### src/rtl/spi_shader_loader.sv
//------------------------------------------------------------------------------
// Module   : spi_shader_loader
// Purpose  : SPI slave (CPOL=0, CPHA=1, MSB first, 8-bit words) that loads
//            shader instruction bytes and a user register. All SPI inputs are
//            oversampled in the clk_i domain.
// Ports    : clk_i, rst_i            - system clock, sync active-high reset
//            spi_sclk_i/mosi_i/cs_ni - asynchronous SPI inputs
//            spi_miso_o              - readback data (0 unless SPI_READBACK_EN)
//            instr_o/instr_valid_o   - instruction byte + 1-cycle strobe
//            user_o/user_valid_o     - user register + 1-cycle update strobe
//            load_active_o           - high while in the LOAD state
// Config   : define SPI_READBACK_EN to shift the last completed byte out on MISO
// Revision : 1.0 - initial release
//------------------------------------------------------------------------------
`default_nettype none
`timescale 1ns/1ps

module spi_shader_loader #(
  parameter int SYNC_STAGES = 2,  // legal range 2..3
  parameter int NUM_INSTR   = 8
) (
  input  logic       clk_i,
  input  logic       rst_i,
  input  logic       spi_sclk_i,
  input  logic       spi_mosi_i,
  input  logic       spi_cs_ni,
  output logic       spi_miso_o,
  output logic [7:0] instr_o,
  output logic       instr_valid_o,
  output logic [7:0] user_o,
  output logic       user_valid_o,
  output logic       load_active_o
);

  localparam int c_CNT_W = $clog2(NUM_INSTR + 1);
  localparam logic [c_CNT_W-1:0] c_MAX_INSTR = c_CNT_W'(NUM_INSTR);

  typedef enum logic [2:0] {
    S_IDLE   = 3'd0,
    S_CMD    = 3'd1,
    S_LOAD   = 3'd2,
    S_USER   = 3'd3,
    S_IGNORE = 3'd4
  } state_t;

  // Synchronizers plus one extra stage for edge detection
  logic [SYNC_STAGES-1:0] r_sclk_sync;
  logic [SYNC_STAGES-1:0] r_mosi_sync;
  logic [SYNC_STAGES-1:0] r_cs_sync;
  logic                   r_sclk_d;
  logic                   r_cs_d;

  state_t               r_state;
  state_t               w_state_nxt;
  logic [2:0]           r_bitcnt;
  logic [6:0]           r_shift;
  logic [c_CNT_W-1:0]   r_icnt;
  logic [7:0]           r_instr;
  logic                 r_instr_valid;
  logic [7:0]           r_user;
  logic                 r_user_valid;

  logic       w_sclk_s;
  logic       w_mosi_s;
  logic       w_cs_s;
  logic       w_sclk_fall;
  logic       w_cs_fall;
  logic       w_cs_rise;
  logic       w_byte_done;
  logic [7:0] w_byte;
  logic       w_instr_emit;
  logic       w_user_emit;
  logic       w_cnt_clr;

  assign w_sclk_s = r_sclk_sync[SYNC_STAGES-1];
  assign w_mosi_s = r_mosi_sync[SYNC_STAGES-1];
  assign w_cs_s   = r_cs_sync[SYNC_STAGES-1];

  // SCLK edges only count while CS is low; this also makes a CS rise win
  // over a byte completing in the same cycle.
  assign w_sclk_fall = r_sclk_d & ~w_sclk_s & ~w_cs_s;
  assign w_cs_fall   = r_cs_d & ~w_cs_s;
  assign w_cs_rise   = ~r_cs_d & w_cs_s;

  assign w_byte      = {r_shift, w_mosi_s};
  assign w_byte_done = w_sclk_fall && (r_bitcnt == 3'd7);

  //--------------------------------------------------------------------------
  // FSM state register
  //--------------------------------------------------------------------------
  always_ff @(posedge clk_i) begin
    if (rst_i) begin
      r_state <= S_IDLE;
    end else begin
      r_state <= w_state_nxt;
    end
  end

  //--------------------------------------------------------------------------
  // FSM next-state and datapath controls
  //--------------------------------------------------------------------------
  always_comb begin
    w_state_nxt  = r_state;
    w_instr_emit = 1'b0;
    w_user_emit  = 1'b0;
    w_cnt_clr    = 1'b0;
    if (w_cs_rise) begin
      w_state_nxt = S_IDLE;
      w_cnt_clr   = 1'b1;
    end else begin
      case (r_state)
        S_IDLE: begin
          if (w_cs_fall) begin
            w_state_nxt = S_CMD;
            w_cnt_clr   = 1'b1;
          end
        end
        S_CMD: begin
          if (w_byte_done) begin
            case (w_byte)
              8'h00:   w_state_nxt = S_LOAD;
              8'h01:   w_state_nxt = S_USER;
              default: w_state_nxt = S_IGNORE;
            endcase
          end
        end
        S_LOAD: begin
          // Bytes beyond NUM_INSTR are silently dropped
          if (w_byte_done && (r_icnt < c_MAX_INSTR)) begin
            w_instr_emit = 1'b1;
          end
        end
        S_USER: begin
          if (w_byte_done) begin
            w_user_emit = 1'b1;
            w_state_nxt = S_IGNORE;
          end
        end
        S_IGNORE: begin
          w_state_nxt = S_IGNORE;
        end
        default: begin
          w_state_nxt = S_IDLE;
        end
      endcase
    end
  end

  //--------------------------------------------------------------------------
  // Synchronizers, bit/instruction counters, shift register, output regs
  //--------------------------------------------------------------------------
  always_ff @(posedge clk_i) begin
    if (rst_i) begin
      r_sclk_sync   <= '0;
      r_mosi_sync   <= '0;
      r_cs_sync     <= '0;
      r_sclk_d      <= 1'b0;
      r_cs_d        <= 1'b0;
      r_bitcnt      <= 3'd0;
      r_shift       <= 7'd0;
      r_icnt        <= '0;
      r_instr       <= 8'h00;
      r_instr_valid <= 1'b0;
      r_user        <= 8'h00;
      r_user_valid  <= 1'b0;
    end else begin
      r_sclk_sync <= {r_sclk_sync[SYNC_STAGES-2:0], spi_sclk_i};
      r_mosi_sync <= {r_mosi_sync[SYNC_STAGES-2:0], spi_mosi_i};
      r_cs_sync   <= {r_cs_sync[SYNC_STAGES-2:0], spi_cs_ni};
      r_sclk_d    <= w_sclk_s;
      r_cs_d      <= w_cs_s;

      // Clearing on CS edges discards any partial byte
      if (w_cnt_clr) begin
        r_bitcnt <= 3'd0;
        r_shift  <= 7'd0;
        r_icnt   <= '0;
      end else begin
        if (w_sclk_fall) begin
          r_shift  <= w_byte[6:0];
          r_bitcnt <= r_bitcnt + 3'd1;
        end
        if (w_instr_emit) begin
          r_icnt <= r_icnt + c_CNT_W'(1);
        end
      end

      r_instr_valid <= w_instr_emit;
      if (w_instr_emit) begin
        r_instr <= w_byte;
      end
      r_user_valid <= w_user_emit;
      if (w_user_emit) begin
        r_user <= w_byte;
      end
    end
  end

  assign instr_o       = r_instr;
  assign instr_valid_o = r_instr_valid;
  assign user_o        = r_user;
  assign user_valid_o  = r_user_valid;
  assign load_active_o = (r_state == S_LOAD);

  //--------------------------------------------------------------------------
  // Optional MISO readback of the last completed byte
  //--------------------------------------------------------------------------
`ifdef SPI_READBACK_EN
  logic [7:0] r_last;
  logic       r_miso;
  logic       w_sclk_rise;

  assign w_sclk_rise = ~r_sclk_d & w_sclk_s & ~w_cs_s;

  always_ff @(posedge clk_i) begin
    if (rst_i) begin
      r_last <= 8'h00;
      r_miso <= 1'b0;
    end else begin
      if (w_byte_done && (r_state != S_IDLE)) begin
        r_last <= w_byte;
      end
      // On a rising edge the bit counter points at the bit about to be
      // sampled, so bit (7 - count) goes out MSB first.
      if (w_sclk_rise) begin
        r_miso <= r_last[3'd7 - r_bitcnt];
      end
    end
  end

  assign spi_miso_o = r_miso;
`else
  assign spi_miso_o = 1'b0;
`endif

endmodule

`default_nettype wire
### config.mk
export PLATFORM = sky130hd
export DESIGN_NAME = spi_shader_loader
export DESIGN_NICKNAME = d
export VERILOG_FILES = /design/src/rtl/spi_shader_loader.sv
export SDC_FILE = /design/constraint.sdc
export NUM_CORES = 1
export LEC_CHECK = 0
export BUFFER_PORTS_ARGS = -buffer_cell sky130_fd_sc_hd__buf_2
export CAP_MARGIN = 5
export CORE_ASPECT_RATIO = 0.7
export CORE_MARGIN = 2
export CORE_UTILIZATION = 41
export CTS_BUF_LIST = sky130_fd_sc_hd__clkbuf_4 sky130_fd_sc_hd__clkbuf_8
export CTS_CLUSTER_SIZE = 16
export DETAILED_ROUTE_END_ITERATION = 10
export GPL_ROUTABILITY_DRIVEN = 1
export HOLD_SLACK_MARGIN = 0.12
export PLACE_DENSITY = 0.6
export SLEW_MARGIN = 20
export SYNTH_ARGS = -nofsm -noshare
export SYNTH_HDL_FRONTEND = slang
export SYNTH_SLANG_ARGS = --single-unit
### constraint.sdc
create_clock -name clk_i -period 3.9 [get_ports clk_i]
set_clock_uncertainty 0.05 [all_clocks]
set_input_delay 0.195 -clock clk_i [delete_from_list [all_inputs] [get_ports clk_i]]
set_output_delay 0.195 -clock clk_i [all_outputs]
set_load 0.01 [all_outputs]
## Word-level counts from Yosys, hierarchy flattened

Cells that the tools add are included.

| word-level totals | value |
|---|---|
| register bits | 43 |
| logic and storage cells | 54 |
| bits of input ports | 5 |

| operators by class | value |
|---|---|
| bitwise gates (word level) | 8 |
| eq/ne operators | 9 |
| reduce and logical (&&, ||, !) cells | 7 |
| magnitude comparators | 1 |
| mux-type cells | 14 |
| $add $sub $neg | 2 |

Operator list:

| operator | number |
|---|---|
| $pmux 3 s5 | 1 |
| $mux 1 | 9 |
| $mux 3 | 3 |
| $eq 8x1->1 const B | 1 |
| $logic_not 8->1 | 1 |
| $eq 3x2->1 const B | 2 |
| $eq 3x3->1 const B | 2 |
| $ne 2x2->1 const B | 3 |
| $pmux 3 s2 | 1 |
| $add 4x1->4 const B | 1 |
| $and 1x1->1 | 4 |
| $lt 4x4->1 const B | 1 |
| $not 1->1 | 4 |
| $reduce_and 4->1 | 1 |
| $reduce_or 2->1 | 2 |
| $add 3x1->3 const B | 1 |
| $eq 3x1->1 const B | 1 |
| $logic_not 3->1 | 1 |
| $logic_and 1x1->1 | 2 |

## Depth between registers and ports, before layout

Gate-level depths: netlist (run 1).

| depth | value |
|---|---|
| depth after elaboration | 8 |
| depth in mapped cells | 6 |
| mapped depth without buffers | 5 |

## Least setup slack after synthesis (run 1)

No wires, ideal clock.

| path | value |
|---|---|
| path type | register to register |
| start | reg r_bitcnt[0] |
| end | reg r_icnt[1] |
| library setup time | 0.133 ns |
| cell stages (with the launch flop) | 7 |
| period minus slack after synthesis | 1.466 ns |
| path buffers | 1 |
| setup slack | 2.434 ns |
| data required time | 3.717 ns |
| data arrival time | 1.283 ns |
| cell sequence | dfxtp_1 -> ha_1 -> ha_1 -> nand4_1 -> buf_4 -> mux2i_1 -> nor2_1 |

| on the way | value |
|---|---|
| cells in the longest elaborated chain, start to end | 6 |

Ends and longest elaborated chain:

| element | RTL line | RTL |
|---|---|---|
| from (decl) | 55 | `logic [2:0] r_bitcnt;` |
| from (signal assigned) | 181 | `r_bitcnt <= r_bitcnt + 3'd1;` |
| $eq 3x3->1 | 86 | `assign w_byte_done = w_sclk_fall && (r_bitcnt == 3'd7);` |
| $logic_and 1x1->1 | 86 |  |
| $logic_and 1x1->1 | 129 | `if (w_byte_done && (r_icnt < c_MAX_INSTR)) begin` |
| $mux 1 | 129 |  |
| $mux 1 | 111 | `case (r_state)` |
| $mux 1 | 107 | `if (w_cs_rise) begin` |
| to (signal assigned) | 184 | `r_icnt <= r_icnt + c_CNT_W'(1);` |
| to (decl) | 57 | `logic [c_CNT_W-1:0] r_icnt;` |

Every way passes these cells.
A chain may end at the register's enable or synchronous reset.

## Worst setup path after layout (run 1)

| path | value |
|---|---|
| start | reg r_cs_sync[1] |
| end | reg r_icnt[2] |

| on the way | value |
|---|---|
| cells in the longest elaborated chain, start to end | 7 |
| elaborated cells on any way between the ends | 13 |

Ends and longest elaborated chain:

| element | RTL line | RTL |
|---|---|---|
| from (decl) | 49 | `logic [SYNC_STAGES-1:0] r_cs_sync;` |
| from (signal assigned) | 169 | `r_cs_sync <= {r_cs_sync[SYNC_STAGES-2:0], spi_cs_ni};` |
| $not 1->1 | 81, 82 |  |
| $and 1x1->1 | 81 | `assign w_sclk_fall = r_sclk_d & ~w_sclk_s & ~w_cs_s;` |
| $logic_and 1x1->1 | 86 |  |
| $logic_and 1x1->1 | 129 |  |
| $mux 1 | 129 |  |
| $mux 1 | 111 |  |
| $mux 1 | 107 |  |

Parallel ways exist; a longest one is shown, timed or not.

==> summary.md, run 1 <==
| Metric | Value |
|---|---|
| Leak pwr | 0.833 nW |
| Initial DRC count | 70 |
| Number of global-route vias before repair | 1096 |
| Worst Max-Slew Pin Slew | 0.797 ns |
| Routed WL | 2880 microns |
| Startpoint types | flip-flop |
| Final Setup Violations | 0 |
| Worst hold stages | 2 |
| Global-route wire length before repair | 4950 microns |
| DRC viols | 0 |
| Port bufs | 23 |
| Fin Setup TNS | 0 ns |
| Most frequent cells in the layout | dfxtp_1, nor2_1, mux2i_1, buf_2, nor2b_1 |
| DR vias | 1136 |
| Seq/Total Area, Yosys | 53.0% |
| RSZ-0062 raised after global routing | no |
| Initial core utilization | 42.1% |
| Filler instances | 372 |
| CTS Buf Count | 5 |
| Internal power | 599 uW |
| Setup bufs post-CTS | 0 |
| Syn Inst Count | 155 |
| CTS max path bufs | 2 |
| Hold_ws | 0.284 ns |
| Hold Path Class | input pin to flip-flop |
| Crit Path Max Fanout | 14 |
| Post-detail-place hpwl | 2020 microns |
| Max-slew violations | 0 |
| Status | finished, final reports clean |
| Core Box Area | 0.00385 sq mm |
| Final core occ | 49.4% |
| Yosys cell types | 32 |
| Worst path required time | 4.07 ns |
| Reg2Reg Setup Slack | 1.66 ns |
| Layout cells sized above 1 | 20.4% |
| Grt ovf | 0 |
| FMAX | 446 MHz |
| Clock period minus worst slack | 2.24 ns |
| Yosys warning count | 0 |
| Leading cell type in the layout, fill and taps excluded | dfxtp_1 |
| Critical path endpoint category | flip-flop |
| GRT Util Overall | 14.3% |
| Largest net degree at the start of global routing | 29 |
| Final worst-path cycle share | 57.5% |
| Row cnt | 19 |
| NumNets Final | 188 |
| Die area | 0.00449 sq mm |
| DIE WIDTH | 79.2 microns |
| CP arrival | 2.41 ns |
| Logic pwr share | 3.5% |
| Power share of the sequential group | 58.0% |
| Area growth syn-to-layout | 17.2% |
| Relative slew slack | 46.7% |
| WL/cell | 12.4 microns |
| Syn Area/Cell | 10.5 sq um |
| Post-cts resize count | 0 |
| Pre-antenna DRT Iters | 4 |
| Final hold violation count | 0 |
| Antenna cells | 0 |
| Number of synthesized register bits | 43 |
| Synthesized area | 0.00162 sq mm |
| Switching share of power | 22.1% |
| Syn nets | 163 |
| Clk pwr share | 38.5% |
| Hold Crit Start | rst_i |
| Worst Setup Path Type | flip-flop to flip-flop |
| DR vias/cell | 4.88 |
| Hold Crit Endpoint | instr_o[1] |
| Io pins | 25 |
| Psw | 170 uW |
| PwrDens | 405 mW/mm^2 |
| # Max-Cap Violations | 0 |
| Clock Pin Slew Worst Setup and Hold Paths | 0.08 ns |
| CTS tree | done |
| Root Driver | clkbuf_8 |
| Worst r2r src | r_cs_sync[1] |
| Worst vdd ir | 0.222 mV |
| Reg2reg path depth | 5 |
| Gpl congestion | 0.746 |
| Insertion delay to the later sink of the worst-skew pair | 0.29 ns |
| Die height | 56.6 microns |
| # H-tree levels | 2 |
| Critical R2R Capture | r_icnt[2] |
| Initial antenna violation count | 0 |
| Antenna viol nets, final | 0 |
| Sink Count | 43 |
[worst max-delay path, cell delays in order, from the launching register on]
cell and delay, ns:
dfxtp_1 0.34, nor3b_2 0.15, buf_4 0.24, nand4_1 0.66, or3_1 0.57, a21oi_1 0.15
[synthesized netlist by cell type]
cell type | instances | area (sq um)
a211oi_1 | 1 | 7.51
a21boi_0 | 1 | 7.51
a21oi_1 | 2 | 10.0
and2_1 | 1 | 6.26
and4_1 | 1 | 8.76
buf_2 | 3 | 15.0
buf_4 | 3 | 22.5
clkbuf_1 | 3 | 11.3
conb_1 | 1 | 3.75
dfxtp_1 | 43 | 861
ha_1 | 3 | 37.5
inv_1 | 1 | 3.75
mux2i_1 | 26 | 260
nand2b_1 | 2 | 12.5
nand3_1 | 2 | 10.0
nand4_1 | 1 | 6.26
nor2_1 | 34 | 128
nor2b_1 | 12 | 75.1
nor3_1 | 1 | 5.00
nor3b_2 | 1 | 12.5
nor4_1 | 1 | 6.26
nor4_4 | 1 | 21.3
o211ai_1 | 1 | 7.51
o21ai_0 | 1 | 5.00
o21ai_1 | 1 | 5.00
o21ba_2 | 1 | 10.0
o22ai_1 | 1 | 6.26
o41ai_2 | 1 | 16.3
or3_1 | 2 | 12.5
or4_4 | 1 | 11.3
xnor2_1 | 1 | 8.76
xor2_1 | 1 | 8.76
[state kept, by name, summed over array words and instances, names as in the netlist]
register	count
instr_o	8
instr_valid_o	1
r_bitcnt	3
r_cs_d	1
r_cs_sync	2
r_icnt	4
r_mosi_sync	2
r_sclk_d	1
r_sclk_sync	2
r_shift	7
r_state	3
user_o	8
user_valid_o	1
[metrics by stage]
stage          power, mW  area (sq um)  worst slack [ns]  instances
6_report           0.770          1900              1.66        233
5_1_grt            0.805          1900              1.42        233
4_1_cts            0.776          1900              1.62        233
3_5_place_dp       0.482          1770              1.61        222
3_3_place_gp       0.479          1760              1.65        222
2_1_floorplan      0.476          1620              2.43        155
[cell families after synthesis]
| logic type | count (synthesis) | share of synthesized area (%) |
|---|---|---|
| AOI/OAI and AO/OA | 10 | 4.63 |
| adders and majority gates | 3 | 2.31 |
| and+or+nand+nor | 60 | 19.4 |
| xor gates and xnor gates | 2 | 1.08 |
| DFF | 43 | 53.0 |
| buffers and inverters | 10 | 3.24 |
| muxes | 26 | 16.0 |
| other | 1 | 0.231 |
[timing repair]
| action | CTS | global route |
|---|---|---|
| endpoints found under the hold margin | 3 | 0 |
| hold buffers | 3 | 0 |
| setup endpoints to repair | 0 | 0 |
[how the worst max path moves through the flow]
stage / start / endpoint / slack (ns) / cells past startpoint
finish: r_cs_sync[1] / r_icnt[2] / 1.66 / 5
global route: r_cs_sync[1] / r_icnt[2] / 1.42 / 5
CTS: r_cs_sync[1] / r_icnt[2] / 1.62 / 5
detailed placement: r_cs_sync[1] / r_icnt[2] / 1.61 / 5
global placement: r_sclk_sync[1] / r_icnt[2] / 1.65 / 5
floorplan: r_bitcnt[0] / r_icnt[1] / 2.43 / 6
[area by class of cell]
class,count,area (sq um),share of cell area (%)
clock buffers,6,82.6,4.34
clock inverters,2,16.3,0.855
inverters,1,3.75,0.197
multi-input cells,102,721,37.9
flip-flops and latches,43,861,45.3
well taps,52,65.1,3.42
repair buffers,27,153,8.03
[power by group through the flow]
stage / registers (mW) / logic, mW / clock network [mW]
2_1_floorplan: 0.455 / 0.0205 / 0
3_3_place_gp: 0.456 / 0.0229 / 0
3_5_place_dp: 0.457 / 0.0248 / 0
4_1_cts: 0.447 / 0.0272 / 0.302
5_1_grt: 0.447 / 0.0297 / 0.328
6_report: 0.446 / 0.0270 / 0.296
[layer usage]
layer	vias to the layer above	part of all wire (%)	global-route usage [%]
li1	566	-	-
met1	536	48	18.6
met2	25	45	21.8
met3	9	4.4	4.98
met4	0	2.2	5.91
met5	-	0	0
Note: power is estimated with default switching activity, not from simulation.
==> run 2, diff against run 1 <==
==> constraint.sdc (replaced) <==
create_clock -name clk_i -period 2.2 [get_ports clk_i]
set_clock_uncertainty 0.05 [all_clocks]
set_input_delay 0.11 -clock clk_i [delete_from_list [all_inputs] [get_ports clk_i]]
set_output_delay 0.11 -clock clk_i [all_outputs]
set_load 0.01 [all_outputs]
==> run 2 against run 1 <==
Against the previous run:
- design area down 0.66%
- register-to-register slack worse by 1.2 ns
- largest cell class unchanged
- largest power group unchanged
- first-iteration DRC count down 41%
- sequential share of layout area up 0.30 points
- global-route usage up 0.17 points
- critical endpoint is now user_o[7]
- combinational power up 77%
- critical path depth unchanged
- non-clock buffer count up 2
- power up 71%
==> summary.md, run 2 (synthesized netlist as in run 1, its figures left out) <==
| Metric | Value |
|---|---|
| Hold Crit Start | rst_i |
| Port bufs | 23 (unchanged) |
| Area growth syn-to-layout | 16.4% |
| CTS tree | done |
| WL/cell | 12.5 microns (+1.4%) |
| Antenna cells | 0 (unchanged) |
| Final Setup Violations | 0 (unchanged) |
| CTS max path bufs | 2 (unchanged) |
| Pre-antenna DRT Iters | 4 (unchanged) |
| Critical R2R Capture | user_o[7] |
| Final worst slack | 0.441 ns (-1.22 ns) |
| Initial antenna violation count | 0 (unchanged) |
| Worst r2r src | r_bitcnt[0] |
| CTS Buf Count | 5 (unchanged) |
| Leak pwr | 0.837 nW (+0.56%) |
| Status | finished, final reports clean |
| Row cnt | 19 (unchanged) |
| Global-route wire length before repair | 4890 microns (-1.3%) |
| DP Worst Slack | 0.464 ns (-1.14 ns) |
| RSZ-0062 raised after global routing | no |
| Worst path required time | 2.31 ns (-1.76 ns) |
| Root Driver | clkbuf_8 |
| Filler instances | 369 (-0.81%) |
| Core Box Area | 0.00385 sq mm (unchanged) |
| Reg2Reg Setup Slack | 0.44 ns (-1.22 ns) |
| Relative slew slack | 55.5% (+8.8 points) |
| Die area | 0.00449 sq mm (unchanged) |
| Number of global-route vias before repair | 1041 (-5.0%) |
| Worst vdd ir | 0.467 mV (+110%) |
| Crit Path Max Fanout | 9 (-5) |
| DR vias | 1104 (-2.8%) |
| Critical path endpoint category | flip-flop |
| CP arrival | 1.87 ns (-0.54 ns) |
| NumNets Final | 190 (+1.1%) |
| Hold Path Class | input pin to flip-flop |
| Layout cells sized above 1 | 20.9% (+0.44 points) |
| DR vias/cell | 4.72 (-3.2%) |
| # Max-Cap Violations | 0 (unchanged) |
| Leading cell type in the layout, fill and taps excluded | dfxtp_1 |
| Most frequent cells in the layout | dfxtp_1, nor2_1, mux2i_1, buf_2, nor2b_1 |
| Max-slew violations | 0 (unchanged) |
| Sink Count | 43 (unchanged) |
| Clock period minus worst slack | 1.76 ns (-0.482 ns) |
| Worst Setup Path Type | flip-flop to flip-flop |
| Reg2reg path depth | 5 (unchanged) |
| DIE WIDTH | 79.2 microns (unchanged) |
| Final hold violation count | 0 (unchanged) |
| GRT Util Overall | 14.5% (+0.17 points) |
| Fin Setup TNS | 0 ns (unchanged) |
| DRC viols | 0 (unchanged) |
| Die height | 56.6 microns (unchanged) |
| Antenna viol nets, final | 0 (unchanged) |
| Largest net degree at the start of global routing | 29 (unchanged) |
| Hold Crit Endpoint | instr_valid_o |
| Initial core utilization | 42.1% (unchanged) |
| Worst hold stages | 2 (unchanged) |
| Clock Pin Slew Worst Setup and Hold Paths | 0.08 ns (about the same) |
| Initial DRC count | 41 (-41%) |
| Insertion delay to the later sink of the worst-skew pair | 0.29 ns (about the same) |
| Dpl cell area | 0.00178 sq mm (+0.21%) |
| Post-detail-place hpwl | 2000 microns (-0.93%) |
| Final worst-path cycle share | 79.9% (+22 points) |
| Gpl congestion | 0.682 (-8.6%) |
| Routed WL | 2930 microns (+1.8%) |
| FMAX | 569 MHz (+27%) |
| PwrDens | 695 mW/mm^2 (+72%) |
| Io pins | 25 (unchanged) |
| Final instance area | 0.00189 sq mm (-0.66%) |
| # H-tree levels | 2 (unchanged) |
| Startpoint types | flip-flop |
| Worst Max-Slew Pin Slew | 0.660 ns (-0.137 ns) |
| Grt ovf | 0 (unchanged) |
-- run 2: final cells by class --
class | instances | area (sq um) | area share [%]
timing repair buffer | 29 | 168 | 8.87
sequential | 43 | 861 | 45.6
tap | 52 | 65.1 | 3.44
clock buffer | 5 | 68.8 | 3.64
inverter | 1 | 3.75 | 0.199
clock inverter | 2 | 13.8 | 0.728
multi-input combinational | 102 | 709 | 37.5
-- run 2: metrics by stage --
step	utilization, %	cells	power, mW	hold slack [ns]
after floorplan	-	155	0.843	0.188
after global placement	46.1	224	0.852	0.270
after detailed placement	46.1	224	0.854	0.275
after CTS	49.1	234	1.33	0.200
after global routing	49.1	234	1.37	0.215
final	49.1	234	1.31	0.198
-- run 2: layer usage --
metal	wire [microns]	vias to the layer above	share of wire [%]	GRT usage, %
met2	1260	17	43	21.1
met5	0	-	0	0
li1	-	569	-	-
met4	38	0	1.3	4.43
met1	1500	511	51	19.4
met3	126	7	4.3	6.43
-- run 2: critical path: stages, from the launching register on --
cell and delay [ns]:
dfxtp_1 0.37, ha_1 0.16, ha_1 0.18, and4_1 0.56, mux2i_1 0.25, nor2_1 0.06
-- run 2: what timing repair did --
item | 4_1_cts | 5_1_grt
hold buffers | 3 | 0
endpoints found under the hold margin | 3 | 0
buffers inserted | 0 | 0
resized for setup | 0 | 0
-- run 2: power breakdown --
part	internal, mW	switching [mW]
clock	0.217	0.257
sequential	0.785	0.00578
combinational	0.0217	0.0262
total	1.02	0.289
-- run 2: worst max-delay path by stage --
stage                   start        end  depth (start not counted)
6_report          r_bitcnt[0]  user_o[7]                          5
5_1_grt           r_bitcnt[0]  user_o[0]                          5
4_1_cts        r_sclk_sync[1]  user_o[2]                          4
3_5_place_dp   r_sclk_sync[1]  user_o[2]                          4
3_3_place_gp   r_sclk_sync[1]  user_o[6]                          4
2_1_floorplan     r_bitcnt[0]  r_icnt[1]                          6
==> run 3, diff against run 2 <==
--- a/config.mk
+++ b/config.mk
@@ -15,7 +15,7 @@
 export DETAILED_ROUTE_END_ITERATION = 10
 export GPL_ROUTABILITY_DRIVEN = 1
 export HOLD_SLACK_MARGIN = 0.12
-export PLACE_DENSITY = 0.6
+export PLACE_DENSITY = 0.62
 export SLEW_MARGIN = 20
 export SYNTH_ARGS = -nofsm -noshare
 export SYNTH_HDL_FRONTEND = slang
==> constraint.sdc (replaced) <==
create_clock -name clk_i -period 1.61 [get_ports clk_i]
set_clock_uncertainty 0.05 [all_clocks]
set_input_delay 0.0805 -clock clk_i [delete_from_list [all_inputs] [get_ports clk_i]]
set_output_delay 0.0805 -clock clk_i [all_outputs]
set_load 0.01 [all_outputs]
==> run 3 against run 2 <==
Against the previous run:
- hold slack improved by 0.19 ns
- critical path depth decreased by 1
- clock power increased by 69%
- design area increased by 7.0%
- final cell count increased by 4.3%
- register-to-register slack got worse by 0.33 ns
- global-route usage increased by 1.0 points
- largest power group unchanged
==> summary.md, run 3 (synthesized netlist as in run 1, its figures left out) <==
| Metric | Value |
|---|---|
| Global-route wire length before repair | 5240 microns (+7.2%) |
| Critical path endpoint category | flip-flop |
| Startpoint types | flip-flop |
| Die height | 56.6 microns (unchanged) |
| Initial core utilization | 42.1% (unchanged) |
| Crit Path Max Fanout | 5 (-4) |
| Post-detail-place hpwl | 2180 microns (+8.9%) |
| Area growth syn-to-layout | 24.6% |
| Largest net degree at the start of global routing | 23 (-21%) |
| Fin cells | 244 (+4.3%) |
| Final hold violation count | 0 (unchanged) |
| Grt ovf | 0 (unchanged) |
| Initial DRC count | 29 (-29%) |
| # H-tree levels | 2 (unchanged) |
| DR vias | 1151 (+4.3%) |
| Max-slew violations | 0 (unchanged) |
| Clock period minus worst slack | 1.50 ns (-0.259 ns) |
| Antenna viol nets, final | 0 (unchanged) |
| Hold_ws | 0.391 ns (+0.192 ns) |
| DR vias/cell | 4.72 (about the same) |
| Antenna cells | 0 (unchanged) |
| Insertion delay to the later sink of the worst-skew pair | 0.29 ns (about the same) |
| Io pins | 25 (unchanged) |
| FMAX | 667 MHz (+17%) |
| WL/cell | 12.7 microns (+1.4%) |
| Routed WL | 3100 microns (+5.7%) |
| Final total power | 1.96 mW (+49%) |
| Core Box Area | 0.00385 sq mm (unchanged) |
| CTS max path bufs | 2 (unchanged) |
| NumNets Final | 200 (+5.3%) |
| CTS tree | done |
| CP arrival | 1.67 ns (-0.20 ns) |
| Inst Count DP | 231 (+3.1%) |
| Worst path required time | 1.78 ns (-0.53 ns) |
| Number of global-route vias before repair | 1089 (+4.6%) |
| Sink Count | 43 (unchanged) |
| RSZ-0062 raised after global routing | no |
| Leading cell type in the layout, fill and taps excluded | dfxtp_1 |
| Gpl congestion | 0.718 (+5.3%) |
| Initial antenna violation count | 0 (unchanged) |
| Pre-antenna DRT Iters | 4 (unchanged) |
| Hold Path Class | flip-flop to flip-flop |
| # Max-Cap Violations | 0 (unchanged) |
| Leak pwr | 0.898 nW (+7.3%) |
| Port bufs | 23 (unchanged) |
| Die area | 0.00449 sq mm (unchanged) |
| Worst Setup Path Type | flip-flop to flip-flop |
| Fin Setup TNS | 0 ns (unchanged) |
| CTS Buf Count | 5 (unchanged) |
| Final worst-path cycle share | 93.2% (+13 points) |
| Status | finished, final reports clean |
| Root Driver | clkbuf_8 |
| Layout cells sized above 1 | 26.0% (+5.2 points) |
| GRT Util Overall | 15.5% (+1.0 points) |
| DRC viols | 0 (unchanged) |
| PwrDens | 970 mW/mm^2 (+40%) |
| Final Setup Violations | 0 (unchanged) |
| Filler instances | 375 (+1.6%) |
| Clock Pin Slew Worst Setup and Hold Paths | 0.08 ns (about the same) |
| Row cnt | 19 (unchanged) |
| Worst vdd ir | 0.642 mV (+38%) |
| DIE WIDTH | 79.2 microns (unchanged) |
| Most frequent cells in the layout | dfxtp_1, nor2_1, mux2i_1, buf_2, nor2b_1 |
-- run 3: per-layer routing --
| metal | global-route usage, % | share of wire [%] | vias to the layer above |
|---|---|---|---|
| met3 | 5.79 | 4.3 | 8 |
| li1 | - | - | 593 |
| met2 | 24.5 | 46 | 24 |
| met5 | 0 | 0 | - |
| met4 | 6.40 | 1.9 | 0 |
| met1 | 19.2 | 47 | 526 |
-- run 3: worst max-delay path: stages (launching register included) --
cell and delay, ns:
dfxtp_1 0.35, or4_4 0.55, nor4_4 0.21, nand3_1 0.12, o21ai_1 0.15
-- run 3: what timing repair did --
item	CTS	global route
gates resized for setup	0	4
hold buffers	4	0
buffers inserted	0	2
endpoints found under the hold margin	7	0
endpoints found under the setup margin	0	16
-- run 3: per-stage QoR --
step                worst slack, ns  instance area (sq um)  utilization, %
floorplan                     0.144                   1620               -
global route                0.00650                   2020            52.5
CTS                          0.0231                   2000            51.9
global placement             0.0831                   1850            48.1
finish                        0.110                   2020            52.5
detailed placement           0.0322                   1850            48.1
-- run 3: area by class of cell --
| cell class | instances | area [sq um] | share of cell area, % |
|---|---|---|---|
| clock inverters | 2 | 37.5 | 1.86 |
| well taps | 52 | 65.1 | 3.22 |
| multi-input cells | 102 | 714 | 35.3 |
| repair buffers | 39 | 270 | 13.4 |
| inverters | 1 | 3.75 | 0.186 |
| flip-flops and latches | 43 | 862 | 42.6 |
| clock buffers | 5 | 68.8 | 3.40 |
-- run 3: worst paths after layout --
| check | from | to | slack [ns] | cells after the start |
|---|---|---|---|---|
| max reg2reg | r_shift[1] | r_state[1] | 0.11 | 4 |
| min | r_sclk_sync[0] | r_sclk_sync[1] | 0.39 | 1 |
| max | r_shift[1] | r_state[1] | 0.11 | 4 |
| min reg2reg | r_sclk_sync[0] | r_sclk_sync[1] | 0.39 | 1 |
-- run 3: report_power, final --
| part | internal [mW] | switching (mW) | total, mW |
|---|---|---|---|
| Sequential | 1.07 | 0.00715 | 1.08 |
| Clock | 0.453 | 0.350 | 0.803 |
| Combinational | 0.0369 | 0.0402 | 0.0771 |
